**src/rtl/exe_mem_skid_if.sv**
```systemverilog
// EXE->MEM skid buffer bundle interface.
// Groups the upstream handshake and bundle, the downstream handshake and
// bundle, and the registered forwarding tap towards ID.
//   in_*   : EXE bundle and valid/ready handshake (in_ready driven by the stage)
//   out_*  : MEM bundle and valid/ready handshake (out_ready driven by MEM)
//   fwd_*  : forwarding tap and load-pending flag for the hazard unit
// Modports: master = environment (EXE, MEM, ID side), slave = the skid stage.
interface exe_mem_skid_if #(
    parameter int DATA_W = 32,
    parameter int ADDR_W = 5,
    parameter int OP_W   = 6
);
    logic              in_valid;
    logic              in_ready;
    logic              in_wreg;
    logic [ADDR_W-1:0] in_waddr;
    logic [DATA_W-1:0] in_wdata;
    logic [OP_W-1:0]   in_aluop;
    logic [DATA_W-1:0] in_maddr;
    logic              in_is_load;

    logic              out_valid;
    logic              out_ready;
    logic              out_wreg;
    logic [ADDR_W-1:0] out_waddr;
    logic [DATA_W-1:0] out_wdata;
    logic [OP_W-1:0]   out_aluop;
    logic [DATA_W-1:0] out_maddr;
    logic              out_is_load;

    logic              fwd_valid;
    logic [ADDR_W-1:0] fwd_waddr;
    logic [DATA_W-1:0] fwd_wdata;
    logic              fwd_load_pending;

    modport master (
        output in_valid, in_wreg, in_waddr, in_wdata, in_aluop, in_maddr, in_is_load,
        output out_ready,
        input  in_ready,
        input  out_valid, out_wreg, out_waddr, out_wdata, out_aluop, out_maddr, out_is_load,
        input  fwd_valid, fwd_waddr, fwd_wdata, fwd_load_pending
    );

    modport slave (
        input  in_valid, in_wreg, in_waddr, in_wdata, in_aluop, in_maddr, in_is_load,
        input  out_ready,
        output in_ready,
        output out_valid, out_wreg, out_waddr, out_wdata, out_aluop, out_maddr, out_is_load,
        output fwd_valid, fwd_waddr, fwd_wdata, fwd_load_pending
    );
endinterface

```
**src/rtl/exe_mem_skid.sv**
```systemverilog
// EXE->MEM pipeline stage built as a 1- or 2-entry skid FIFO with
// valid/ready handshaking, flush, and a registered forwarding tap to ID.
// Ports:
//   clk_i    : clock, rising edge
//   rst_i    : synchronous reset, active-low
//   flush_i  : drop all held entries and any bundle presented this cycle
//   bus      : exe_mem_skid_if.slave (in_*, out_*, fwd_* signal groups)
//
// state    | meaning
// ---------+----------------------------------------------------------
// ST_EMPTY | nothing held; out_* is a zero bubble, tap cleared
// ST_ONE   | head entry valid
// ST_TWO   | head and skid entry valid; in_ready low (DEPTH=2 only)
module exe_mem_skid #(
    parameter int DATA_W = 32,
    parameter int ADDR_W = 5,
    parameter int OP_W   = 6,
    parameter int DEPTH  = 2
) (
    input  logic          clk_i,
    input  logic          rst_i,
    input  logic          flush_i,
    exe_mem_skid_if.slave bus
);

    typedef struct packed {
        logic              wreg;
        logic [ADDR_W-1:0] waddr;
        logic [DATA_W-1:0] wdata;
        logic [OP_W-1:0]   aluop;
        logic [DATA_W-1:0] maddr;
        logic              is_load;
    } bundle_t;

    typedef enum logic [1:0] {
        ST_EMPTY = 2'd0,
        ST_ONE   = 2'd1,
        ST_TWO   = 2'd2
    } state_e;

    // With a single entry, ready must also open when the head leaves this cycle.
    localparam bit COMB_RDY = (DEPTH == 1);

    state_e            state_q, state_d;
    bundle_t           ent_q [DEPTH];
    bundle_t           ent_d [DEPTH];
    logic              in_ready_q, in_ready_d;
    logic              fwd_valid_q, fwd_valid_d;
    logic [ADDR_W-1:0] fwd_waddr_q, fwd_waddr_d;
    logic [DATA_W-1:0] fwd_wdata_q, fwd_wdata_d;
    logic              fwd_ld_q, fwd_ld_d;

    logic              head_valid;
    logic              in_ready;
    logic              accept;
    logic              deliver;
    logic [1:0]        cnt;
    bundle_t           in_pl;
    bundle_t           head;
    bundle_t           nxt_head;
    logic              nxt_valid;

    assign head_valid = (state_q != ST_EMPTY);
    // in_ready_q only rises on the first edge after reset, so the
    // combinational term cannot open the stage while reset is held.
    assign in_ready   = in_ready_q | (COMB_RDY & head_valid & bus.out_ready);

    always_comb begin
        in_pl     = {bus.in_wreg, bus.in_waddr, bus.in_wdata,
                     bus.in_aluop, bus.in_maddr, bus.in_is_load};
        accept    = bus.in_valid & in_ready;
        deliver   = head_valid & bus.out_ready;
        ent_d     = ent_q;
        cnt       = state_q;

        // Pop first so a same-cycle push lands at the post-pop tail.
        if (deliver) begin
            for (int i = 0; i < DEPTH - 1; i++) begin
                ent_d[i] = ent_q[i + 1];
            end
            cnt = cnt - 2'd1;
        end
        if (accept) begin
            for (int i = 0; i < DEPTH; i++) begin
                if (cnt == i[1:0]) begin
                    ent_d[i] = in_pl;
                end
            end
            cnt = cnt + 2'd1;
        end

        state_d = state_e'(cnt);
        if (flush_i) begin
            state_d = ST_EMPTY;
        end

        in_ready_d = (int'(state_d) < DEPTH);

        // The tap is a registered copy of the head that will be presented
        // after this edge, so ID sees exactly what MEM is holding.
        nxt_valid   = (state_d != ST_EMPTY);
        nxt_head    = ent_d[0];
        fwd_valid_d = nxt_valid & nxt_head.wreg & (nxt_head.waddr != '0);
        fwd_waddr_d = nxt_valid ? nxt_head.waddr : '0;
        fwd_wdata_d = nxt_valid ? nxt_head.wdata : '0;
        fwd_ld_d    = fwd_valid_d & nxt_head.is_load;
    end

    always_ff @(posedge clk_i) begin
        if (!rst_i) begin
            state_q     <= ST_EMPTY;
            in_ready_q  <= 1'b0;
            for (int i = 0; i < DEPTH; i++) begin
                ent_q[i] <= '0;
            end
            fwd_valid_q <= 1'b0;
            fwd_waddr_q <= '0;
            fwd_wdata_q <= '0;
            fwd_ld_q    <= 1'b0;
        end else begin
            state_q     <= state_d;
            in_ready_q  <= in_ready_d;
            ent_q       <= ent_d;
            fwd_valid_q <= fwd_valid_d;
            fwd_waddr_q <= fwd_waddr_d;
            fwd_wdata_q <= fwd_wdata_d;
            fwd_ld_q    <= fwd_ld_d;
        end
    end

    // Empty stage presents a bubble so MEM never sees a stray write enable.
    assign head = head_valid ? ent_q[0] : '0;

    assign bus.in_ready         = in_ready;
    assign bus.out_valid        = head_valid;
    assign bus.out_wreg         = head.wreg;
    assign bus.out_waddr        = head.waddr;
    assign bus.out_wdata        = head.wdata;
    assign bus.out_aluop        = head.aluop;
    assign bus.out_maddr        = head.maddr;
    assign bus.out_is_load      = head.is_load;
    assign bus.fwd_valid        = fwd_valid_q;
    assign bus.fwd_waddr        = fwd_waddr_q;
    assign bus.fwd_wdata        = fwd_wdata_q;
    assign bus.fwd_load_pending = fwd_ld_q;

endmodule
```
**src/flat_wrapper.sv**
```systemverilog
// flat-port wrapper written by rule: the top's interface ports become plain ports
module exe_mem_skid_flat 
#(
    parameter int DATA_W = 32,
    parameter int ADDR_W = 5,
    parameter int OP_W   = 6,
    parameter int DEPTH  = 2
)
  (clk_i, rst_i, flush_i, bus_in_valid, bus_in_wreg, bus_in_waddr, bus_in_wdata, bus_in_aluop, bus_in_maddr, bus_in_is_load, bus_out_ready, bus_in_ready, bus_out_valid, bus_out_wreg, bus_out_waddr, bus_out_wdata, bus_out_aluop, bus_out_maddr, bus_out_is_load, bus_fwd_valid, bus_fwd_waddr, bus_fwd_wdata, bus_fwd_load_pending);
  exe_mem_skid_if #(.DATA_W(DATA_W), .ADDR_W(ADDR_W), .OP_W(OP_W)) bus_i ();
  input  logic clk_i;
  input  logic rst_i;
  input  logic flush_i;
  input wire logic [$bits(bus_i.in_valid)-1:0] bus_in_valid;
  input wire logic [$bits(bus_i.in_wreg)-1:0] bus_in_wreg;
  input wire logic [$bits(bus_i.in_waddr)-1:0] bus_in_waddr;
  input wire logic [$bits(bus_i.in_wdata)-1:0] bus_in_wdata;
  input wire logic [$bits(bus_i.in_aluop)-1:0] bus_in_aluop;
  input wire logic [$bits(bus_i.in_maddr)-1:0] bus_in_maddr;
  input wire logic [$bits(bus_i.in_is_load)-1:0] bus_in_is_load;
  input wire logic [$bits(bus_i.out_ready)-1:0] bus_out_ready;
  output wire logic [$bits(bus_i.in_ready)-1:0] bus_in_ready;
  output wire logic [$bits(bus_i.out_valid)-1:0] bus_out_valid;
  output wire logic [$bits(bus_i.out_wreg)-1:0] bus_out_wreg;
  output wire logic [$bits(bus_i.out_waddr)-1:0] bus_out_waddr;
  output wire logic [$bits(bus_i.out_wdata)-1:0] bus_out_wdata;
  output wire logic [$bits(bus_i.out_aluop)-1:0] bus_out_aluop;
  output wire logic [$bits(bus_i.out_maddr)-1:0] bus_out_maddr;
  output wire logic [$bits(bus_i.out_is_load)-1:0] bus_out_is_load;
  output wire logic [$bits(bus_i.fwd_valid)-1:0] bus_fwd_valid;
  output wire logic [$bits(bus_i.fwd_waddr)-1:0] bus_fwd_waddr;
  output wire logic [$bits(bus_i.fwd_wdata)-1:0] bus_fwd_wdata;
  output wire logic [$bits(bus_i.fwd_load_pending)-1:0] bus_fwd_load_pending;
  assign bus_i.in_valid = bus_in_valid;
  assign bus_i.in_wreg = bus_in_wreg;
  assign bus_i.in_waddr = bus_in_waddr;
  assign bus_i.in_wdata = bus_in_wdata;
  assign bus_i.in_aluop = bus_in_aluop;
  assign bus_i.in_maddr = bus_in_maddr;
  assign bus_i.in_is_load = bus_in_is_load;
  assign bus_i.out_ready = bus_out_ready;
  assign bus_in_ready = bus_i.in_ready;
  assign bus_out_valid = bus_i.out_valid;
  assign bus_out_wreg = bus_i.out_wreg;
  assign bus_out_waddr = bus_i.out_waddr;
  assign bus_out_wdata = bus_i.out_wdata;
  assign bus_out_aluop = bus_i.out_aluop;
  assign bus_out_maddr = bus_i.out_maddr;
  assign bus_out_is_load = bus_i.out_is_load;
  assign bus_fwd_valid = bus_i.fwd_valid;
  assign bus_fwd_waddr = bus_i.fwd_waddr;
  assign bus_fwd_wdata = bus_i.fwd_wdata;
  assign bus_fwd_load_pending = bus_i.fwd_load_pending;
  exe_mem_skid #(.DATA_W(DATA_W), .ADDR_W(ADDR_W), .OP_W(OP_W), .DEPTH(DEPTH)) u_core (.clk_i(clk_i), .rst_i(rst_i), .flush_i(flush_i), .bus(bus_i));
endmodule
```
**config.mk**
```make
export PLATFORM = sky130hd
export DESIGN_NAME = exe_mem_skid_flat
export DESIGN_NICKNAME = d
export VERILOG_FILES = /design/src/rtl/exe_mem_skid_if.sv /design/src/rtl/exe_mem_skid.sv /design/src/flat_wrapper.sv
export SDC_FILE = /design/constraint.sdc
export NUM_CORES = 1
export LEC_CHECK = 0
export ABC_CLOCK_PERIOD_IN_PS = 3100
export CAP_MARGIN = 20
export CORE_AREA = 2 2 148 186
export DETAILED_ROUTE_END_ITERATION = 16
export DIE_AREA = 0 0 150 188
export SETUP_SLACK_MARGIN = 0.02
export SLEW_MARGIN = 20
export SYNTH_ARGS = -nofsm -noshare
export SYNTH_HDL_FRONTEND = slang
export SYNTH_SLANG_ARGS = --single-unit
```
**constraint.sdc**
```tcl
create_clock -name clk_i -period 3.1 [get_ports clk_i]
set_clock_uncertainty 0.05 [all_clocks]
set_input_delay 0.775 -clock clk_i [delete_from_list [all_inputs] [get_ports clk_i]]
set_output_delay 0.775 -clock clk_i [all_outputs]
set_load 0.03 [all_outputs]
```
---- Word-level counts from Yosys, hierarchy flattened ----
Cells that the tools add are included.
cells by class
  add/sub/neg operators ................... 2
  order comparisons ....................... 1
  equal/unequal tests ..................... 1
  muxes and demuxes ....................... 8
  bitwise operators ....................... 5
  reductions and logical operators ........ 6
operator list
  cell                   number
  $mux W77               4
  $mux W154              1
  $mux W2                3
  $and A1 B1 Y1          5
  $reduce_bool A5 Y1     1
  $reduce_and A2 Y1      2
  $reduce_bool A2 Y1     2
  $add A2 B1 Y2 const B  1
  $eq A2 B1 Y1 const B   1
  $logic_not A2 Y1       1
  $lt A2 B2 Y1 const B   1
  $sub A2 B1 Y2 const B  1
word-level totals
  register bits ........................... 196
  input port bits ......................... 82
  logic and storage cells ................. 41

---- Logic depth before layout (Yosys ltp) ----
  word-level depth ........................ 10
  depth in mapped cells ................... 15
  mapped depth without buffers ............ 11

---- Worst setup path after synthesis ----
Ideal clock, no wire load.
  path kind ............................... input -> register
  from .................................... input bus_out_ready
  to ...................................... register u_core.fwd_valid_q, in the netlist u_core.bus.fwd_valid
  setup time .............................. 72 ps
  arrival time ............................ 2503 ps
  required time ........................... 2978 ps
  path slack .............................. 474 ps
  stages .................................. 9
  path buffers ............................ 2
  cell sequence ........................... nor2b_4 buf_6 o21ai_0 ha_1 and3_1 a221o_1 buf_6 or2_4 nor3b_2
between the ends
  word-level cells in the longest chain between the ends .. 8
RTL lines
  item                  RTL line             source
  start, declared       flat_wrapper.sv:21   input wire logic [$bits(bus_i.out_ready)-1:0] bus_out_ready;
  $and A1 B1 Y1 (*)     exe_mem_skid.sv:72   deliver = head_valid & bus.out_ready;
  $mux W2               exe_mem_skid.sv:77   if (deliver) begin
  $add A2 B1 Y2         exe_mem_skid.sv:89   cnt = cnt + 2'd1;
  $mux W2               exe_mem_skid.sv:83   if (accept) begin
  $mux W2               exe_mem_skid.sv:93   if (flush_i) begin
  $reduce_bool A2 Y1    exe_mem_skid.sv:101  nxt_valid = (state_d != ST_EMPTY);
  $and A1 B1 Y1         exe_mem_skid.sv:103  fwd_valid_d = nxt_valid & nxt_head.wreg & (nxt_head.waddr != '0);
  $and A1 B1 Y1 (*)     exe_mem_skid.sv:103
  end signal, assigned  exe_mem_skid.sv:124  fwd_valid_q <= fwd_valid_d;
  end, declared         exe_mem_skid.sv:48   logic fwd_valid_q, fwd_valid_d;
Every way passes the cells marked *; elsewhere a longest branch is shown, timed or not.
A chain may end at the register's enable or synchronous reset.

---- Worst setup path in the final report ----
  from .................................... register u_core.state_q[0]
  to ...................................... output bus_out_maddr[20]
between the ends
  word-level cells in the longest chain between the ends .. 2
RTL lines
  item                    RTL line             source
  start, declared         exe_mem_skid.sv:44   state_e state_q, state_d;
  start signal, assigned  exe_mem_skid.sv:121  state_q <= state_d;
  $reduce_bool A2 Y1      exe_mem_skid.sv:63   assign head_valid = (state_q != ST_EMPTY);
  $mux W77                exe_mem_skid.sv:132  assign head = head_valid ? ent_q[0] : '0;
  end, declared           flat_wrapper.sv:28   output wire logic [$bits(bus_i.out_maddr)-1:0] bus_out_maddr;
Every way passes these cells.

==> flow_summary.json <==
{
  "cts_tree": "yes",
  "place_hpwl_um": 16000,
  "synthAdderAreaFrac_pct": 0.479,
  "final-setup-viol-count": 0,
  "fp.dieW_um": 150,
  "rsz0062_at_grt": "false",
  "numClockSinks": 196,
  "route.detailed.drc": 0,
  "port_buffers": 199,
  "coreArea_um2": 26500,
  "gp_congestion": 0.781,
  "ys_warn_count": 0,
  "clkTransAtPathRegs_ns": 0.08,
  "drive_gt1_share_pct": 6.33,
  "dr.pass1.iters": 5,
  "grt_pass1_vias": 7163,
  "root_buffer": "clkbuf_16",
  "post-route-period-util_pct": 96.0,
  "swShare_pct": 28.9,
  "hold_viol_final": 0,
  "ctsHoldBuffers": 0,
  "p_switching_uw": 1680,
  "worstSetupPathType": "register to primary output",
  "hold_path_class": "register to register",
  "synth_top_family_by_area": "simple AND/OR/NAND/NOR gates",
  "cts_inserted_buffers": 17,
  "worstMarginPinSlew_ns": 0.747,
  "cts_resized": 15,
  "num_rows": 67,
  "start_kind": "register",
  "start_util_pct": 29.6,
  "powerDensity_nw_per_um2": 526,
  "min_from": "u_core.ent_q[14]$_SDFFE_PN0P_",
  "critPathSlowestCell": "clkdlybuf4s50_1",
  "synth_nets": 1119,
  "grt_pass1_wl_um": 37300,
  "layout.nets": 1288,
  "setup.worst_path.end_class": "primary output",
  "grt_max_degree": 69,
  "ys_seq_area_share_pct": 50.0,
  "crit_buf_inv": 3,
  "whs_path_depth": 2,
  "synth-compound-area-share_pct": 12.9,
  "wl_per_cell_um": 14.9,
  "tns_ns": 0,
  "clock.fmax_mhz": 336,
  "timing.rr.end": "u_core.bus.fwd_valid$_SDFF_PN0_",
  "critical_path.top_delay_family": "buffers and inverters",
  "min_to": "u_core.ent_q[14]$_SDFFE_PN0P_",
  "power.total_uw": 5820,
  "peakVddDrop_mv": 0.344,
  "fp.dieH_um": 188,
  "crit_arrival_ns": 2.15,
  "nFillCells": 2741,
  "power_frac_comb_pct": 15.1,
  "routed_wl_um": 23300,
  "clock_latency_ns": 0.42,
  "status": "finished clean",
  "place_ws_ns": -0.0506,
  "pwr-share-seq_pct": 46.8,
  "reg2regPathDepth": 10,
  "maxCapViolCount": 0,
  "synth_xor_area_share_pct": 0.463,
  "die-area_um2": 28200,
  "first_iter_violations": 352,
  "crit_chain": "inv_1, ha_4, buf_12, nor2b_1, clkdlybuf4s50_1",
  "power_leakage_uw": 0.00502,
  "synth_area_um2": 7840,
  "pin_count": 200,
  "crit_required_ns": 2.27,
  "area_delta_synth_final_pct": 41.2,
  "synth_mux_area_share_pct": 0.271,
  "vias": 7210,
  "setup_ws_ns": 0.124,
  "cts_setup_buffers": 0,
  "startpoint": "u_core.state_q[0]$_SDFF_PN0_",
  "syn_inst": 1034,
  "period_needed_ns": 2.98,
  "antenna_found_initial": 1,
  "yosys_register_bits": 196,
  "grt_overflow": 0,
  "yosys.area_share.simple_pct": 29.7,
  "avgViaCountPerCell": 4.62,
  "cp_max_fo": 37,
  "clockPowerShare_pct": 38.1,
  "antenna_left": 0,
  "grt_use_total_pct": 16.7,
  "drv_slew": 0,
  "cts_max_level": 4,
  "cp_slowest_stage_delay_ns": 0.67,
  "synth.avg_cell_area_um2": 7.58,
  "clk_path_buf_depth": 2,
  "slew_headroom_pct": 50.2,
  "r2r_start": "u_core.state_q[0]$_SDFF_PN0_",
  "synth_cell_type_count": 34,
  "final_util_pct": 41.8,
  "worst-r2r-setup-slack_ns": 0.26,
  "hold_slack_ns": 0.403,
  "internal-power_uw": 4140
}
-- sequential cells by signal (all words and copies together) (netlist names) --
register,flops
u_core.bus.fwd_load_pending,1
u_core.bus.fwd_valid,1
u_core.bus.fwd_waddr,5
u_core.bus.fwd_wdata,32
u_core.bus.in_ready,1
u_core.ent_q,154
u_core.state_q,2
-- per-stage QoR --
step / std cells / area [um^2]
3_3_place_gp: 1529 / 10400
3_5_place_dp: 1529 / 10400
4_1_cts: 1561 / 10900
6_report: 1562 / 11100
5_1_grt: 1561 / 11100
2_1_floorplan: 1034 / 7840
-- layer usage --
metal	wire, um	part of all wire (%)	vias up	global-route usage [%]
met2	12200	52	153	30.5
li1	-	-	3655	-
met1	9690	42	3377	19.3
met5	0	0	-	0
met4	501	2.1	0	6.17
met3	938	4.0	25	2.92
-- worst max path at each step --
stage | endpoint | cells after the start
after floorplan | u_core.bus.fwd_valid$_SDFF_PN0_ | 9
after global placement | u_core.bus.fwd_valid$_SDFF_PN0_ | 9
after detailed placement | u_core.bus.fwd_valid$_SDFF_PN0_ | 9
after CTS | bus_out_waddr[3] | 5
after global routing | bus_out_maddr[20] | 5
final | bus_out_maddr[20] | 5
-- worst min-delay path, stage by stage (launching register included) --
cell     delay, ns
dfxtp_1       0.31
nand2_1       0.05
a21oi_1       0.05
-- cell families (layout without fill, tap and decap cells) --
logic type / count (synthesis) / in the layout
AO/OA/AOI/OAI: 161 / 161
XOR/XNOR: 2 / 2
adder cells (fa/ha/maj): 3 / 3
buffers and inverters: 119 / 301
flip-flops: 196 / 196
multiplexers: 2 / 2
other: 0 / 1
AND/OR/NAND/NOR: 551 / 551
-- area by class of cell --
class	count	area [um^2]	share of cell area, %
clock buffers	17	425	3.84
diodes	1	2.50	0.0226
flip-flops and latches	196	3920	35.4
repair buffers	231	2480	22.4
inverters	38	145	1.31
well taps	345	432	3.90
clock inverters	15	180	1.63
multi-input cells	719	3490	31.5
-- cells in the final DEF (no fill, tap or decap), types with 4 or more instances in the layout --
cell type,n
clkinv_8,5
dfxtp_1,196
clkdlybuf4s50_1,130
buf_4,21
nand2_1,342
dlygate4sd2_1,15
a311oi_1,39
buf_12,11
nor2b_1,81
nor2_1,111
inv_6,4
a21oi_1,77
dlymetal6s2s_1,53
inv_1,37
clkbuf_16,17
a31oi_1,38
-- power groups by stage --
stage / clock (uW) / sequential, uW / combinational [uW]
floorplan: 0 / 2790 / 481
global placement: 0 / 2780 / 885
detailed placement: 0 / 2780 / 892
CTS: 2290 / 2720 / 893
global route: 2390 / 2740 / 967
finish: 2220 / 2720 / 879
-- synth_stat cells --
master      n  area [um^2]
a311oi_1   39          342
nand3_1     2         10.0
xnor2_4     1         27.5
and3_1      2         12.5
buf_6       3         33.8
nor3b_2     1         12.5
dfxtp_1   196         3920
mux2i_1     1         10.0
clkbuf_1   65          244
nand2b_1    2         12.5
inv_1      37          139
buf_2       6         30.0
or2_4       1         8.76
nor2b_4     1         13.8
o21ai_0     2         10.0
inv_2       1         3.75
o31ai_1     2         15.0
a221o_1     1         10.0
ha_1        3         37.5
and2_1      3         18.8
a211oi_1    1         7.51
a21oi_1    77          385
xor2_1      1         8.76
a31oi_1    38          238
or4b_2      1         10.0
nor2_1    111          417
nor4_1      1         6.26
nor3_1      2         10.0
buf_1       7         26.3
nand4b_1    1         8.76
o21a_1      1         7.51
mux2_2      1         11.3
nand2_1   342         1280
nor2b_1    81          507
No activity file was read; power rests on OpenSTA's default activity.
